`src/rtl/sm_operand_loader_pkg.sv`:
```
// Shared types and constants for the SM operand loader.
package sm_pkg;

  typedef enum logic [2:0] {
    IDLE,
    OP1,
    OP2,
    ISSUE,
    HOLD
  } ld_state_e;

  localparam logic [1:0] SM_SEL_RESERVED = 2'b11;
  localparam logic [5:0] SM_SYNC_DEFAULT = 6'b101010;
  localparam int         FRAME_BYTES     = 9;

  // A header is usable only if it carries the sync pattern and a non-reserved select.
  function automatic logic hdr_ok(input logic [7:0] hdr, input logic [5:0] sync);
    return (hdr[7:2] == sync) && (hdr[1:0] != SM_SEL_RESERVED);
  endfunction

endpackage

```
`src/rtl/sm_operand_loader_if.sv`:
```
// Byte-stream input and SM-facing outputs of the operand loader.
interface sm_operand_loader_if;
  logic        in_valid;
  logic [7:0]  in_byte;
  logic        in_ready;
  logic        enable;
  logic [1:0]  select;
  logic [31:0] register1;
  logic [31:0] register2;
  logic        frame_err;
  logic        busy;

  modport master (
    output in_valid, in_byte,
    input  in_ready, enable, select, register1, register2, frame_err, busy
  );

  modport slave (
    input  in_valid, in_byte,
    output in_ready, enable, select, register1, register2, frame_err, busy
  );
endinterface

```
`src/rtl/sm_operand_loader_shift32.sv`:
```
// 32-bit MSB-first byte shift register with synchronous clear and load enable.
module sm_shift32 (
  input  logic        clk,
  input  logic        rst,
  input  logic        clr_i,
  input  logic        ld_i,
  input  logic [7:0]  byte_i,
  output logic [31:0] q_o
);
  logic [31:0] sh_q;

  always_ff @(posedge clk or posedge rst) begin
    if (rst)        sh_q <= '0;
    else if (clr_i) sh_q <= '0;
    else if (ld_i)  sh_q <= {sh_q[23:0], byte_i};
  end

  assign q_o = sh_q;
endmodule

```
`src/rtl/sm_operand_loader.sv`:
```
// Assembles 9-byte command frames and issues them to SM with a one-cycle enable.
// Optional idle timeout on partial frames: define SM_LOADER_TIMEOUT_EN.
module sm_operand_loader
  import sm_pkg::*;
#(
  parameter logic [5:0]  SYNC        = SM_SYNC_DEFAULT,
  parameter int unsigned HOLD_CYCLES = 2,
  parameter int unsigned TIMEOUT     = 16
) (
  input logic                clock,
  input logic                reset,
  sm_operand_loader_if.slave bus
);

  ld_state_e   state_q, state_d;
  logic [1:0]  cnt_q, cnt_d;
  logic [1:0]  sel_sh_q, sel_sh_d;
  logic [15:0] hold_q, hold_d;
  logic        enable_q, enable_d;
  logic        err_q, err_d;
  logic [1:0]  select_q, select_d;
  logic [31:0] r1_q, r1_d;
  logic [31:0] r2_q, r2_d;

  logic        rdy, accept, ld1, ld2, clr;
  logic [31:0] op1_sh, op2_sh;

  // in_ready is forced low while reset is held, even though the state is already IDLE.
  assign rdy    = ~reset & ((state_q == IDLE) | (state_q == OP1) | (state_q == OP2));
  assign accept = bus.in_valid & rdy;

`ifdef SM_LOADER_TIMEOUT_EN
  localparam int IW = (TIMEOUT > 1) ? $clog2(TIMEOUT) : 1;
  logic [IW-1:0] idle_q, idle_d;
`endif

  always_comb begin
    state_d  = state_q;
    cnt_d    = cnt_q;
    sel_sh_d = sel_sh_q;
    hold_d   = hold_q;
    enable_d = 1'b0;
    err_d    = 1'b0;
    select_d = select_q;
    r1_d     = r1_q;
    r2_d     = r2_q;
    ld1      = 1'b0;
    ld2      = 1'b0;
    clr      = 1'b0;

    case (state_q)
      IDLE: begin
        if (accept) begin
          if (hdr_ok(bus.in_byte, SYNC)) begin
            sel_sh_d = bus.in_byte[1:0];
            cnt_d    = 2'd0;
            clr      = 1'b1;
            state_d  = OP1;
          end else begin
            err_d = 1'b1;
          end
        end
      end
      OP1: begin
        if (accept) begin
          ld1   = 1'b1;
          cnt_d = cnt_q + 2'd1;
          if (cnt_q == 2'd3) state_d = OP2;
        end
      end
      OP2: begin
        if (accept) begin
          ld2   = 1'b1;
          cnt_d = cnt_q + 2'd1;
          if (cnt_q == 2'd3) state_d = ISSUE;
        end
      end
      ISSUE: begin
        enable_d = 1'b1;
        select_d = sel_sh_q;
        r1_d     = op1_sh;
        r2_d     = op2_sh;
        if (HOLD_CYCLES == 0) begin
          state_d = IDLE;
        end else begin
          hold_d  = 16'(HOLD_CYCLES - 1);
          state_d = HOLD;
        end
      end
      HOLD: begin
        if (hold_q == 16'd0) state_d = IDLE;
        else                 hold_d  = hold_q - 16'd1;
      end
      default: state_d = IDLE;
    endcase

`ifdef SM_LOADER_TIMEOUT_EN
    // Idle gap counter only runs mid-frame; the case above never moves state without an accept here.
    idle_d = '0;
    if ((state_q == OP1) || (state_q == OP2)) begin
      if (accept) begin
        idle_d = '0;
      end else if (idle_q == IW'(TIMEOUT - 1)) begin
        err_d    = 1'b1;
        clr      = 1'b1;
        sel_sh_d = 2'd0;
        cnt_d    = 2'd0;
        state_d  = IDLE;
      end else begin
        idle_d = idle_q + IW'(1);
      end
    end
`endif
  end

  always_ff @(posedge clock or posedge reset) begin
    if (reset) begin
      state_q  <= IDLE;
      cnt_q    <= '0;
      sel_sh_q <= '0;
      hold_q   <= '0;
      enable_q <= 1'b0;
      err_q    <= 1'b0;
      select_q <= '0;
      r1_q     <= '0;
      r2_q     <= '0;
    end else begin
      state_q  <= state_d;
      cnt_q    <= cnt_d;
      sel_sh_q <= sel_sh_d;
      hold_q   <= hold_d;
      enable_q <= enable_d;
      err_q    <= err_d;
      select_q <= select_d;
      r1_q     <= r1_d;
      r2_q     <= r2_d;
    end
  end

`ifdef SM_LOADER_TIMEOUT_EN
  always_ff @(posedge clock or posedge reset) begin
    if (reset) idle_q <= '0;
    else       idle_q <= idle_d;
  end
`endif

  sm_shift32 u_op1 (
    .clk    (clock),
    .rst    (reset),
    .clr_i  (clr),
    .ld_i   (ld1),
    .byte_i (bus.in_byte),
    .q_o    (op1_sh)
  );

  sm_shift32 u_op2 (
    .clk    (clock),
    .rst    (reset),
    .clr_i  (clr),
    .ld_i   (ld2),
    .byte_i (bus.in_byte),
    .q_o    (op2_sh)
  );

  assign bus.in_ready  = rdy;
  assign bus.enable    = enable_q;
  assign bus.select    = select_q;
  assign bus.register1 = r1_q;
  assign bus.register2 = r2_q;
  assign bus.frame_err = err_q;
  assign bus.busy      = (state_q != IDLE);

endmodule

```
`src/flat_wrapper.sv`:
```
// flat-port wrapper written by rule: the top's interface ports become plain ports
module sm_operand_loader_flat import sm_pkg::*;
#(
  parameter logic [5:0]  SYNC        = SM_SYNC_DEFAULT,
  parameter int unsigned HOLD_CYCLES = 2,
  parameter int unsigned TIMEOUT     = 16
)
  (clock, reset, bus_in_valid, bus_in_byte, bus_in_ready, bus_enable, bus_select, bus_register1, bus_register2, bus_frame_err, bus_busy);
  sm_operand_loader_if bus_i ();
  input logic clock;
  input logic reset;
  input wire logic [$bits(bus_i.in_valid)-1:0] bus_in_valid;
  input wire logic [$bits(bus_i.in_byte)-1:0] bus_in_byte;
  output wire logic [$bits(bus_i.in_ready)-1:0] bus_in_ready;
  output wire logic [$bits(bus_i.enable)-1:0] bus_enable;
  output wire logic [$bits(bus_i.select)-1:0] bus_select;
  output wire logic [$bits(bus_i.register1)-1:0] bus_register1;
  output wire logic [$bits(bus_i.register2)-1:0] bus_register2;
  output wire logic [$bits(bus_i.frame_err)-1:0] bus_frame_err;
  output wire logic [$bits(bus_i.busy)-1:0] bus_busy;
  assign bus_i.in_valid = bus_in_valid;
  assign bus_i.in_byte = bus_in_byte;
  assign bus_in_ready = bus_i.in_ready;
  assign bus_enable = bus_i.enable;
  assign bus_select = bus_i.select;
  assign bus_register1 = bus_i.register1;
  assign bus_register2 = bus_i.register2;
  assign bus_frame_err = bus_i.frame_err;
  assign bus_busy = bus_i.busy;
  sm_operand_loader #(.SYNC(SYNC), .HOLD_CYCLES(HOLD_CYCLES), .TIMEOUT(TIMEOUT)) u_core (.clock(clock), .reset(reset), .bus(bus_i));
endmodule
```
`config.mk`:
```
export PLATFORM = sky130hd
export DESIGN_NAME = sm_operand_loader_flat
export DESIGN_NICKNAME = d
export VERILOG_FILES = /design/src/rtl/sm_operand_loader_pkg.sv /design/src/rtl/sm_operand_loader_if.sv /design/src/rtl/sm_operand_loader_shift32.sv /design/src/rtl/sm_operand_loader.sv /design/src/flat_wrapper.sv
export SDC_FILE = /design/constraint.sdc
export NUM_CORES = 1
export LEC_CHECK = 0
export ABC_CLOCK_PERIOD_IN_PS = 5560
export CAP_MARGIN = 10
export CORE_ASPECT_RATIO = 0.6
export CORE_MARGIN = 4
export CORE_UTILIZATION = 50
export CTS_CLUSTER_SIZE = 12
export DETAILED_ROUTE_END_ITERATION = 16
export GPL_ROUTABILITY_DRIVEN = 0
export PLACE_DENSITY_LB_ADDON = 0.2
export SLEW_MARGIN = 30
export SYNTH_ARGS = -nofsm -noshare
export SYNTH_HDL_FRONTEND = slang
export SYNTH_SLANG_ARGS = --single-unit
export TNS_END_PERCENT = 30
```
`constraint.sdc`:
```
create_clock -name clock -period 5.56 [get_ports clock]
set_input_delay 1.112 -clock clock [delete_from_list [all_inputs] [get_ports clock]]
set_output_delay 1.112 -clock clock [all_outputs]
set_load 0.01 [all_outputs]
```
; Yosys cells after proc, flatten, opt, wreduce, memory -nomap -nowiden
; Cells that the tools add are included.
[op_classes]
add_sub_neg = 2
n_eq_ne = 16
muxes = 28
reduce_logical = 13
n_bitwise = 5
[ops]
columns = cell, count
row1 = two-way mux 32 bit, 4
row2 = one-hot mux 16 bit (2 select lines), 1
row3 = two-way mux 3 bit, 7
row4 = zero test 16 bit, 1
row5 = two-way mux 16 bit, 1
row6 = subtractor 16 x 1 -> 16 bit (second input constant), 1
row7 = one-hot mux 3 bit (5 select lines), 1
row8 = two-way mux 1 bit, 10
row9 = inequality test 2 x 1 -> 1 bit (second input constant), 5
row10 = inequality test 2 bit (second input constant), 5
row11 = nonzero test 2 bit, 4
row12 = AND reduction 7 bit, 1
row13 = equality test 3 x 2 -> 1 bit (second input constant), 2
row14 = equality test 6 bit (second input constant), 1
row15 = two-way mux 2 bit, 3
row16 = one-hot mux 2 bit (2 select lines), 1
row17 = AND reduction 4 bit, 1
row18 = equality test 3 x 1 -> 1 bit (second input constant), 1
row19 = equality test 3 bit (second input constant), 1
row20 = zero test 3 bit, 1
row21 = AND reduction 3 bit, 1
row22 = nonzero test 3 bit, 1
row23 = adder 2 x 1 -> 2 bit (second input constant), 1
row24 = AND 1 bit, 2
row25 = 6 further kinds, 7
[totals]
in_bits = 11
elab_cells = 75
reg_bits = 155
out_inout_bits = 70

; Longest topological paths before layout
; Gate-level depths: netlist of the first run.
[logic_depth]
ltp_word = 9
ltp_mapped = 7
mapped_depth_nobuf = 6

; Cells and area by module
; Synthesis of the first run repeated with hierarchy kept, for this count alone.
[hier_totals]
cells_unflattened = 636
area_unflattened_um2 = 6507.5
[by_module_without_submodules]
columns = mod, cells_each, seq_area_each_um2, instances, area_each_um2
row1 = sm_operand_loader, 428, 2277.2, 1, 3852.4
row2 = sm_shift32, 104, 800.8, 2, 1327.5

; Worst setup path after synthesis of the first run
; No wires, ideal clock.
[synth_timing]
path_type = input to register
from = in reset
to = reg u_core.state_q[0]
arrival_ns = 5.160
required_time_ns = 5.465
n_path_buf = 0
setup_time_ns = 0.095
path_slack_ns = 0.305
stages = 4
cell_sequence = inv_1 -> nand3_1 -> or3_1 -> o31ai_1
[synth_between]
elab_chain_cells = 5
elab_cells_between_ends = 7
cone_classes = 3 x eq/ne / 3 x bitwise / 1 x reduce/logical
[synth_rtl]
columns = element, line_no
row1 = "start, declared", flat_wrapper.sv:11  ; input logic reset;
row2 = NOT 1 bit *, sm_operand_loader.sv:29  ; assign rdy = ~reset & ((state_q == IDLE) | (state_q == OP1) | (state_q == OP2));
row3 = AND 1 bit *, sm_operand_loader.sv:29
row4 = AND 1 bit *, sm_operand_loader.sv:30  ; assign accept = bus.in_valid & rdy;
row5 = inequality test 2 x 1 -> 1 bit (no source line), --
row6 = AND reduction 7 bit (no source line) *, --
row7 = "end signal, assigned", sm_operand_loader.sv:128  ; state_q <= state_d;
row8 = "end, declared", sm_operand_loader.sv:15  ; ld_state_e state_q, state_d;
; Every way passes the cells marked *; elsewhere a longest branch is shown, timed or not.
; A chain may end at the register's enable or synchronous reset.

; Final worst setup path of the first run
[layout_timing]
from = in reset
to = out bus_in_ready
[layout_between]
elab_chain_cells = 2
[layout_rtl]
columns = element, line_no
row1 = NOT 1 bit, sm_operand_loader.sv:29
row2 = AND 1 bit, sm_operand_loader.sv:29
row3 = "end, declared", flat_wrapper.sv:14  ; output wire logic [$bits(bus_i.in_ready)-1:0] bus_in_ready;
; No other way between the ends.

==> flow_metrics.tcl, run 1 <==
set metrics [dict create \
    globalRouteOverflowTotal 0 \
    cts.sinks 155 \
    timing.max_cap.violations 0 \
    setup_slack_ns 1.97 \
    yosys-top-cells-area "dfrtp_1, nand2_1, a21oi_1, clkbuf_1, o21ai_0" \
    yosys.area.top_type "dfrtp_1" \
    end_kind "primary output" \
    skew_ns 0.00701 \
    core_area_mm2 0.0123 \
    synth_cells 703 \
    tns_ns 0 \
    wl_met2_um 6640 \
    insertion_delay_ns 0.41 \
    ctsHtreeMaxLevel 4 \
    diodes 0 \
    fmax_mhz 279 \
    dp_hpwl_um 9960 \
    die_w_um 154 \
    syn-num-nets 717 \
    setup_viol 0 \
    grt_max_degree 95 \
    areaGrowthSynthToFinish_pct 24.7 \
    synth.avg_cell_area_um2 9.04 \
    tritoncts "built" \
    rows 31 \
    crit_path_max_incr_delay_ns 0.57 \
    grt_pass1_vias 5078 \
    timing.final.crit_period_ns 3.59 \
    min_from "u_core.sel_sh_q[1]" \
    final_layout_size_suffix_gt1_frac 0.0703 \
    r2r-start "u_core.state_q[2]" \
    clockBufferDepth 2 \
    die_area_mm2 0.0146 \
    vias 5120 \
    io_pins 81 \
    routed.top_layer "met4" \
    relSlewSlack 0.458 \
    crit_path_cell_trace "clkdlybuf4s50_1, a211oi_1, clkdlybuf4s50_1" \
    start_util 0.519 \
    slowest_stage "clkdlybuf4s50_1" \
    synth-edff-count 0 \
    ys_seq_area_frac 0.610 \
    synth.distinct_cells 45 \
    die_height_um 95.4 \
    synthesis.area_mm2 0.00636 \
    critPathMaxFanout 4 \
    routed_wl_um 15200 \
    ys_ff_latch 155 \
    cts_resized 0 \
    drt-met1-wl_um 7410 \
    critPathRequiredTime_ns 4.45 \
    drc_errors 0 \
    finalHoldViolations 0 \
    synth_top_cell_area_share 0.610 \
    leakagePower_nw 3.75 \
    worstSetupStartpointType "input port" \
    p_per_area_mw_per_mm2 523 \
    n_fill_cell 1011 \
    hold_path_class "reg -> reg" \
    synth-main-ff-cell "dfrtp_1" \
    via_per_inst 5.41 \
    cts_inserted_buffers 17 \
    yosys_warnings 0 \
    maxSlewViolCount 0 \
    grt.total_usage 0.220 \
    async_flop_share 1.00 \
    critPathTopFamily "buffers and inverters" \
    post-place-ws_ns 1.59 \
    outcome "complete, no violations" \
    critPathKind "in -> out" \
    path_buf_inv 2 \
    peakVddDrop_mv 0.256 \
    ant_nets 0 \
    cp-startpoint "reset" \
    yosysMostFrequentCell "nand2_1" \
    met3WireLength_um 959 \
    drtIter0Drc 465 \
    cp_common_cell "clkdlybuf4s50_1" \
    grt_pass1_wl_um 25800 \
    tightest_slew_ns 0.814 \
    ctsHoldBuffers 0 \
    antenna_found_initial 0 \
    wl_per_cell_um 16.0 \
    portBuffers 80 \
    drtPass1Iterations 5 \
    fin_crit_sh 0.645 \
    postCtsSetupBuffers 0 \
    arrival_ns 2.47 \
    synthTopCellsByCount "nand2_1, dfrtp_1, a21oi_1" \
    rsz0062_at_grt "no" \
    root_buffer "clkbuf_16" \
    cts.clk_slew.worst_paths_ns 0.06 \
    fin_nets 783 \
]
## layout by cell type, fill, tap and decap left out, drive strengths merged, types with 2 or more instances in the layout
cell type and n:
or4 8, nor4b 2, clkinv 3, bufinv 5, nor2b 2, nor3b 3
nand2b 2, nor4 4, clkdlybuf4s50 80, nand3 5, clkinvlp 6, and3 2
or2 3, clkbuf 18, a211oi 2, mux2 2, nand2 338, dfrtp 155
o21ai 13, o31ai 6, a21oi 69, ha 3, nor2 7, mux2i 4
buf 5, inv 6, nor3 5, nand4 4, or3 7
## per-layer routing
metal | global-route usage | vias to the layer above
met4 | 0.0654 | 0
met2 | 0.332 | 176
met3 | 0.0417 | 13
met1 | 0.329 | 2506
li1 | - | 2425
met5 | 0 | -
## power breakdown
group | internal, W | switching (W)
combinational | 0.000525 | 0.000549
sequential | 0.00148 | 0.000326
clock | 0.000798 | 0.000465
## final cells by class
cell class / instances / area, um2 / area share
clock buffer: 18 / 429 / 0.0541
clock inverter: 14 / 221 / 0.0279
inverter: 6 / 27.5 / 0.00347
multi-input combinational: 504 / 2330 / 0.294
sequential: 155 / 3880 / 0.489
timing repair buffer: 85 / 838 / 0.106
tap: 165 / 206 / 0.0260
## final timing paths
kind	cells after the start	endpoint	slack [ns]
setup / recovery	3	bus_in_ready	1.97
hold / removal	2	u_core.bus.select[1]	0.47
setup reg to reg	5	u_core.u_op1.q_o[4]	2.76
hold reg to reg	2	u_core.bus.select[1]	0.47
max in group asynchronous	3	u_core.u_op1.q_o[0]	2.88
min in group asynchronous	2	u_core.state_q[2]	1.36
## sequential cells by signal, indices dropped and copies added, names as in the netlist
signal,cells
u_core.bus.frame_err,1
u_core.bus.select,2
u_core.hold_q,16
u_core.sel_sh_q,2
u_core.bus.enable,1
u_core.u_op2.q_o,32
u_core.cnt_q,2
u_core.bus.register1,32
u_core.state_q,3
u_core.u_op1.q_o,32
u_core.bus.register2,32
## stage by stage
stage          hold WS (ns)  cell area [um2]  power [W]  utilization  cells
3_3_place_gp          0.445             7270    0.00283        0.593    915
3_5_place_dp          0.455             7280    0.00289        0.594    915
2_1_floorplan         0.435             6360    0.00236            -    703
5_1_grt               0.505             7930    0.00440        0.647    947
6_report              0.470             7930    0.00415        0.647    947
4_1_cts               0.468             7930    0.00416        0.647    947
## cells by family (layout without fill, tap and decap cells)
group | Yosys count | count (layout) | synth area share
muxes | 6 | 6 | 0.00984
AOI/OAI and AO/OA | 98 | 98 | 0.0842
DFF | 155 | 155 | 0.610
adders and majority gates | 3 | 3 | 0.00590
and+or+nand+nor | 397 | 397 | 0.262
buffers and inverters | 44 | 123 | 0.0283
## tightest hold or removal path, stage by stage (launching register included)
cell and delay, ns:
dfrtp_1 0.34, nand2_1 0.05, nand2_1 0.05
(Power assumes the default switching activity.)
==> run 2: changes to the inputs <==
Settings changed: ABC_CLOCK_PERIOD_IN_PS 5560 to 3200.
Clock period 5.56 ns to 3.2 ns, I/O delays scaled along.
==> run 2 against run 1 <==
Sequential share of layout area about the same. Flip-flop and latch count unchanged. First-iteration DRC count increased by 6.7%. Non-clock buffer count increased by 7. Cell count increased by 0.53%. Sequential power increased by 73%. Combinational power increased by 77%. Global-route usage decreased by 0.27 points. Routed wire length increased by 0.22%. Die area unchanged. Design area about the same. Critical endpoint unchanged.
==> flow_metrics.tcl, run 2 (synthesis gave the netlist of run 1 again) <==
set metrics [dict create \
    root_buffer "clkbuf_16" \
    grt_pass1_wl_um 25400 \
    vias 5155 \
    timing.max_cap.violations 0 \
    rsz0062_at_grt "no" \
    setup_viol 0 \
    cp_common_cell "clkdlybuf4s50_1" \
    crit_path_max_incr_delay_ns 0.59 \
    p_seq_frac 0.448 \
    grt_pass1_vias 4952 \
    slowest_stage "clkdlybuf4s50_1" \
    tns_ns 0 \
    ctsHtreeMaxLevel 4 \
    skew_ns 0.0108 \
    rr_endpoint "u_core.hold_q[15]" \
    min_from "u_core.bus.register1[13]" \
    hold_path_class "reg -> reg" \
    p_int_w 0.00468 \
    peakVddDrop_mv 0.444 \
    relSlewSlack 0.495 \
    insertion_delay_ns 0.41 \
    crit_path_cell_trace "clkdlybuf4s50_1, a211oi_1, clkdlybuf4s50_1" \
    grt.total_usage 0.218 \
    tritoncts "built" \
    post-place-ws_ns 0.554 \
    setup_slack_ns 0.567 \
    clockBufferDepth 2 \
    final_cell_mix "nand2_1, dfrtp_1, clkdlybuf4s50_1, a21oi_1, clkbuf_16" \
    critPathMaxFanout 4 \
    r2r_slack_ns 0.87 \
    hold_end "u_core.bus.register1[13]" \
    ctsHoldBuffers 0 \
    n_fill_cell 1007 \
    mostFrequentLayoutCell "nand2_1" \
    final_layout_size_suffix_gt1_frac 0.0750 \
    switchingPower_w 0.00231 \
    p_clk_frac 0.281 \
    drc_errors 0 \
    routed_wl_um 15200 \
    fin_util 0.647 \
    fin_nets 790 \
    drtIter0Drc 496 \
    power.share.combinational 0.271 \
    arrival_ns 1.99 \
    fin_crit_sh 0.823 \
    maxSlewViolCount 0 \
    end_kind "primary output" \
    diodes 0 \
    drtPass1Iterations 5 \
    wl_per_cell_um 16.0 \
    tightest_slew_ns 0.747 \
    grt_max_degree 73 \
    critPathKind "in -> out" \
    die_height_um 95.4 \
    portBuffers 80 \
    outcome "complete, no violations" \
    postCtsSetupBuffers 0 \
    timing.final.crit_period_ns 2.63 \
    total_power_w 0.00698 \
    cts.clk_slew.worst_paths_ns 0.06 \
    p_per_area_mw_per_mm2 880 \
    hold_depth 2 \
    place_inst 921 \
    die_w_um 154 \
    worstSetupStartpointType "input port" \
    rr_worst_depth 4 \
    critPathRequiredTime_ns 2.56 \
    antenna_found_initial 0 \
    final_cells 952 \
    io_pins 81 \
    leakagePower_nw 3.76 \
    fmax_mhz 380 \
    ant_nets 0 \
    cts_resized 0 \
    globalRouteOverflowTotal 0 \
    cts.sinks 155 \
    rows 31 \
    via_per_inst 5.41 \
    core_area_mm2 0.0123 \
    dp_hpwl_um 9830 \
    r2r-start "u_core.state_q[1]" \
    start_util 0.519 \
    cts_inserted_buffers 17 \
    p_sw_frac 0.330 \
    die_area_mm2 0.0146 \
    finalHoldViolations 0 \
    areaGrowthSynthToFinish_pct 24.8 \
]
run 2: changes by cell type in the layout (fill, tap and decap cells not counted), moves of 2 or more:
cell / previous run / this run
bufinv_16: 5 / 2
buf_12: 0 / 3
inv_6: 1 / 3
buf_4: 5 / 9
run 2: power groups by stage:
stage	logic [W]	registers (W)	clock network, W
after floorplan	0.00104	0.00307	0
after global placement	0.00180	0.00310	0
after detailed placement	0.00187	0.00313	0
after CTS	0.00190	0.00311	0.00200
after global routing	0.00212	0.00322	0.00210
final	0.00189	0.00313	0.00196
run 2: area by class of cell:
class	count	area [um2]	share of cell area
Clock inverter	12	141	0.0178
Timing Repair Buffer	92	928	0.117
Multi-Input combinational cell	504	2310	0.292
Tap cell	165	206	0.0260
Inverter	6	26.3	0.00331
Clock buffer	18	439	0.0553
Sequential cell	155	3880	0.489
run 2: per-stage QoR:
stage                     hold slack [ns]  instance area (um2)
after floorplan                     0.435                 6360
after global placement              0.458                 7330
after detailed placement            0.459                 7330
after CTS                           0.477                 7920
after global routing                0.493                 7940
final                               0.473                 7940
run 2: worst max path at each step:
stage,start,cells past startpoint,end
after floorplan,reset,4,u_core.state_q[0]
after global placement,reset,3,bus_in_ready
after detailed placement,reset,3,bus_in_ready
after CTS,reset,3,bus_in_ready
after global routing,reset,3,bus_in_ready
final,reset,3,bus_in_ready
run 2: layer usage:
layer	track usage	share of wire
met1	0.326	0.48
met2	0.323	0.45
met3	0.0522	0.063
met4	0.0536	0.0043
met5	0	0
run 2: critical path: cells and delay by family:
kind	cells	cell delay, ns
buffers and inverters	2	1.08
AO/OA/AOI/OAI	1	0.26
==> run 3: changes to the inputs <==
Settings changed: ABC_CLOCK_PERIOD_IN_PS 3200 to 2140.
Clock period 3.2 ns to 2.14 ns, I/O delays scaled along.
==> run 3 against run 2 <==
Clock power grew 60%. Largest cell class unchanged. Via count grew 3.4%. Register-to-register slack lost 0.80 ns. Utilization grew 2.4 points. Worst setup slack lost 0.50 ns. Hold slack lost 0.00058 ns.
==> flow_metrics.tcl, run 3 (synthesis gave the netlist of run 1 again) <==
set metrics [dict create \
    vias 5329 \
    tritoncts "built" \
    leakagePower_nw 3.95 \
    peakVddDrop_mv 0.815 \
    rsz0062_at_grt "yes" \
    areaGrowthSynthToFinish_pct 29.5 \
    drc_errors 0 \
    diodes 0 \
    finalHoldViolations 0 \
    min_from "u_core.bus.register1[10]" \
    timing.max_cap.violations 0 \
    placed_cell_area_mm2 0.00757 \
    n_fill_cell 940 \
    slowest_stage "or4_4" \
    final_layout_size_suffix_gt1_frac 0.110 \
    r2r-start "u_core.hold_q[0]" \
    timing.final.crit_period_ns 2.07 \
    final_cell_mix "nand2_1, dfrtp_1, clkdlybuf4s50_1, a21oi_1, buf_4" \
    cts_inserted_buffers 17 \
    crit_path_cell_trace "inv_1, ha_1, nor4b_2, or4_4, or4_4, a21oi_1" \
    start_util 0.519 \
    die_height_um 95.4 \
    outcome "complete, no violations" \
    critPathMaxFanout 6 \
    routed_wl_um 16200 \
    power.share.combinational 0.283 \
    arrival_ns 2.41 \
    die_w_um 154 \
    hold_path_class "reg -> reg" \
    via_per_inst 5.47 \
    globalRouteOverflowTotal 0 \
    path_buf_inv 1 \
    insertion_delay_ns 0.42 \
    place_inst 942 \
    io_pins 81 \
    wl_per_cell_um 16.6 \
    root_buffer "clkbuf_16" \
    worstSetupStartpointType "flop" \
    maxSlewViolCount 0 \
    end_kind "flop" \
    grt_pass1_wl_um 26900 \
    drtPass1Iterations 6 \
    critPathKind "reg -> reg" \
    ant_nets 0 \
    ctsHtreeMaxLevel 4 \
    portBuffers 80 \
    p_int_w 0.00729 \
    drtIter0Drc 346 \
    p_seq_frac 0.429 \
    cp_common_cell "or4_4" \
    setup_slack_ns 0.0704 \
    clockBufferDepth 2 \
    fin_util 0.672 \
    p_per_area_mw_per_mm2 1320 \
    hold_slack_ns 0.472 \
    cts.clk_slew.worst_paths_ns 0.07 \
    setup_viol 0 \
    skew_ns 0.0102 \
    core_area_mm2 0.0123 \
    critPathRequiredTime_ns 2.48 \
    relSlewSlack 0.642 \
    rows 31 \
    die_area_mm2 0.0146 \
    fin_crit_sh 0.967 \
    mostFrequentLayoutCell "nand2_1" \
    grt.total_usage 0.230 \
    final_area_mm2 0.00823 \
    critPathTopFamily "simple AND/OR/NAND/NOR gates" \
    crit_path_max_incr_delay_ns 0.53 \
    fin_nets 811 \
    post-place-ws_ns -0.0691 \
    fmax_mhz 483 \
    grt_max_degree 105 \
    cts.sinks 155 \
    cp-startpoint "u_core.hold_q[0]" \
    tightest_slew_ns 0.537 \
    antenna_found_initial 0 \
    grt_pass1_vias 5318 \
    dp_hpwl_um 10600 \
    p_sw_frac 0.330 \
    switchingPower_w 0.00360 \
    final_cells 975 \
    p_clk_frac 0.288 \
]
## run 3: worst min-delay path, stage by stage (launching register included)
cell	delay (ns)
dfrtp_1	0.34
nand2_1	0.05
nand2_1	0.05
## run 3: timing repair
item                                   4_1_cts  5_1_grt
setup buffers                                1        0
setup endpoints to repair                    2       11
gates resized for setup                      2        9
endpoints found under the hold margin        0        0
pin swaps                                    0        3
hold buffers                                 0        0
## run 3: area by class of cell
type / instances / area (um2) / share of cell area
clock inverters: 13 / 168 / 0.0204
clock buffers: 19 / 453 / 0.0550
multi-input cells: 504 / 2340 / 0.284
repair buffers: 113 / 1150 / 0.140
flip-flops and latches: 155 / 3880 / 0.472
well taps: 165 / 206 / 0.0251
inverters: 6 / 26.3 / 0.00319
## run 3: worst paths after layout
path	cells past startpoint	endpoint	slack [ns]
max	6	u_core.hold_q[15]	0.07
min	2	u_core.bus.register1[10]	0.47
max reg2reg	6	u_core.hold_q[15]	0.07
min reg2reg	2	u_core.bus.register1[10]	0.47
max in group asynchronous	4	u_core.hold_q[6]	0.99
min in group asynchronous	4	u_core.u_op1.q_o[1]	0.65
## run 3: power groups by stage
stage	clock network [W]	logic, W	registers, W
global route	0.00331	0.00342	0.00478
floorplan	0	0.00155	0.00459
finish	0.00314	0.00308	0.00467
CTS	0.00317	0.00305	0.00464
global placement	0	0.00284	0.00462
detailed placement	0	0.00298	0.00467
## run 3: through the flow
stage,TNS (ns),power (W)
after global routing,-0.0388,0.0115
final,0,0.0109
after detailed placement,-0.630,0.00765
after global placement,-0.976,0.00747
after floorplan,-44.71,0.00614
after CTS,0,0.0109
## run 3: routing by layer
layer,part of all wire,vias up,track usage
met5,0,-,0
met4,0.0088,0,0.0529
met3,0.070,14,0.0766
met2,0.46,182,0.358
met1,0.46,2652,0.318
li1,-,2481,-
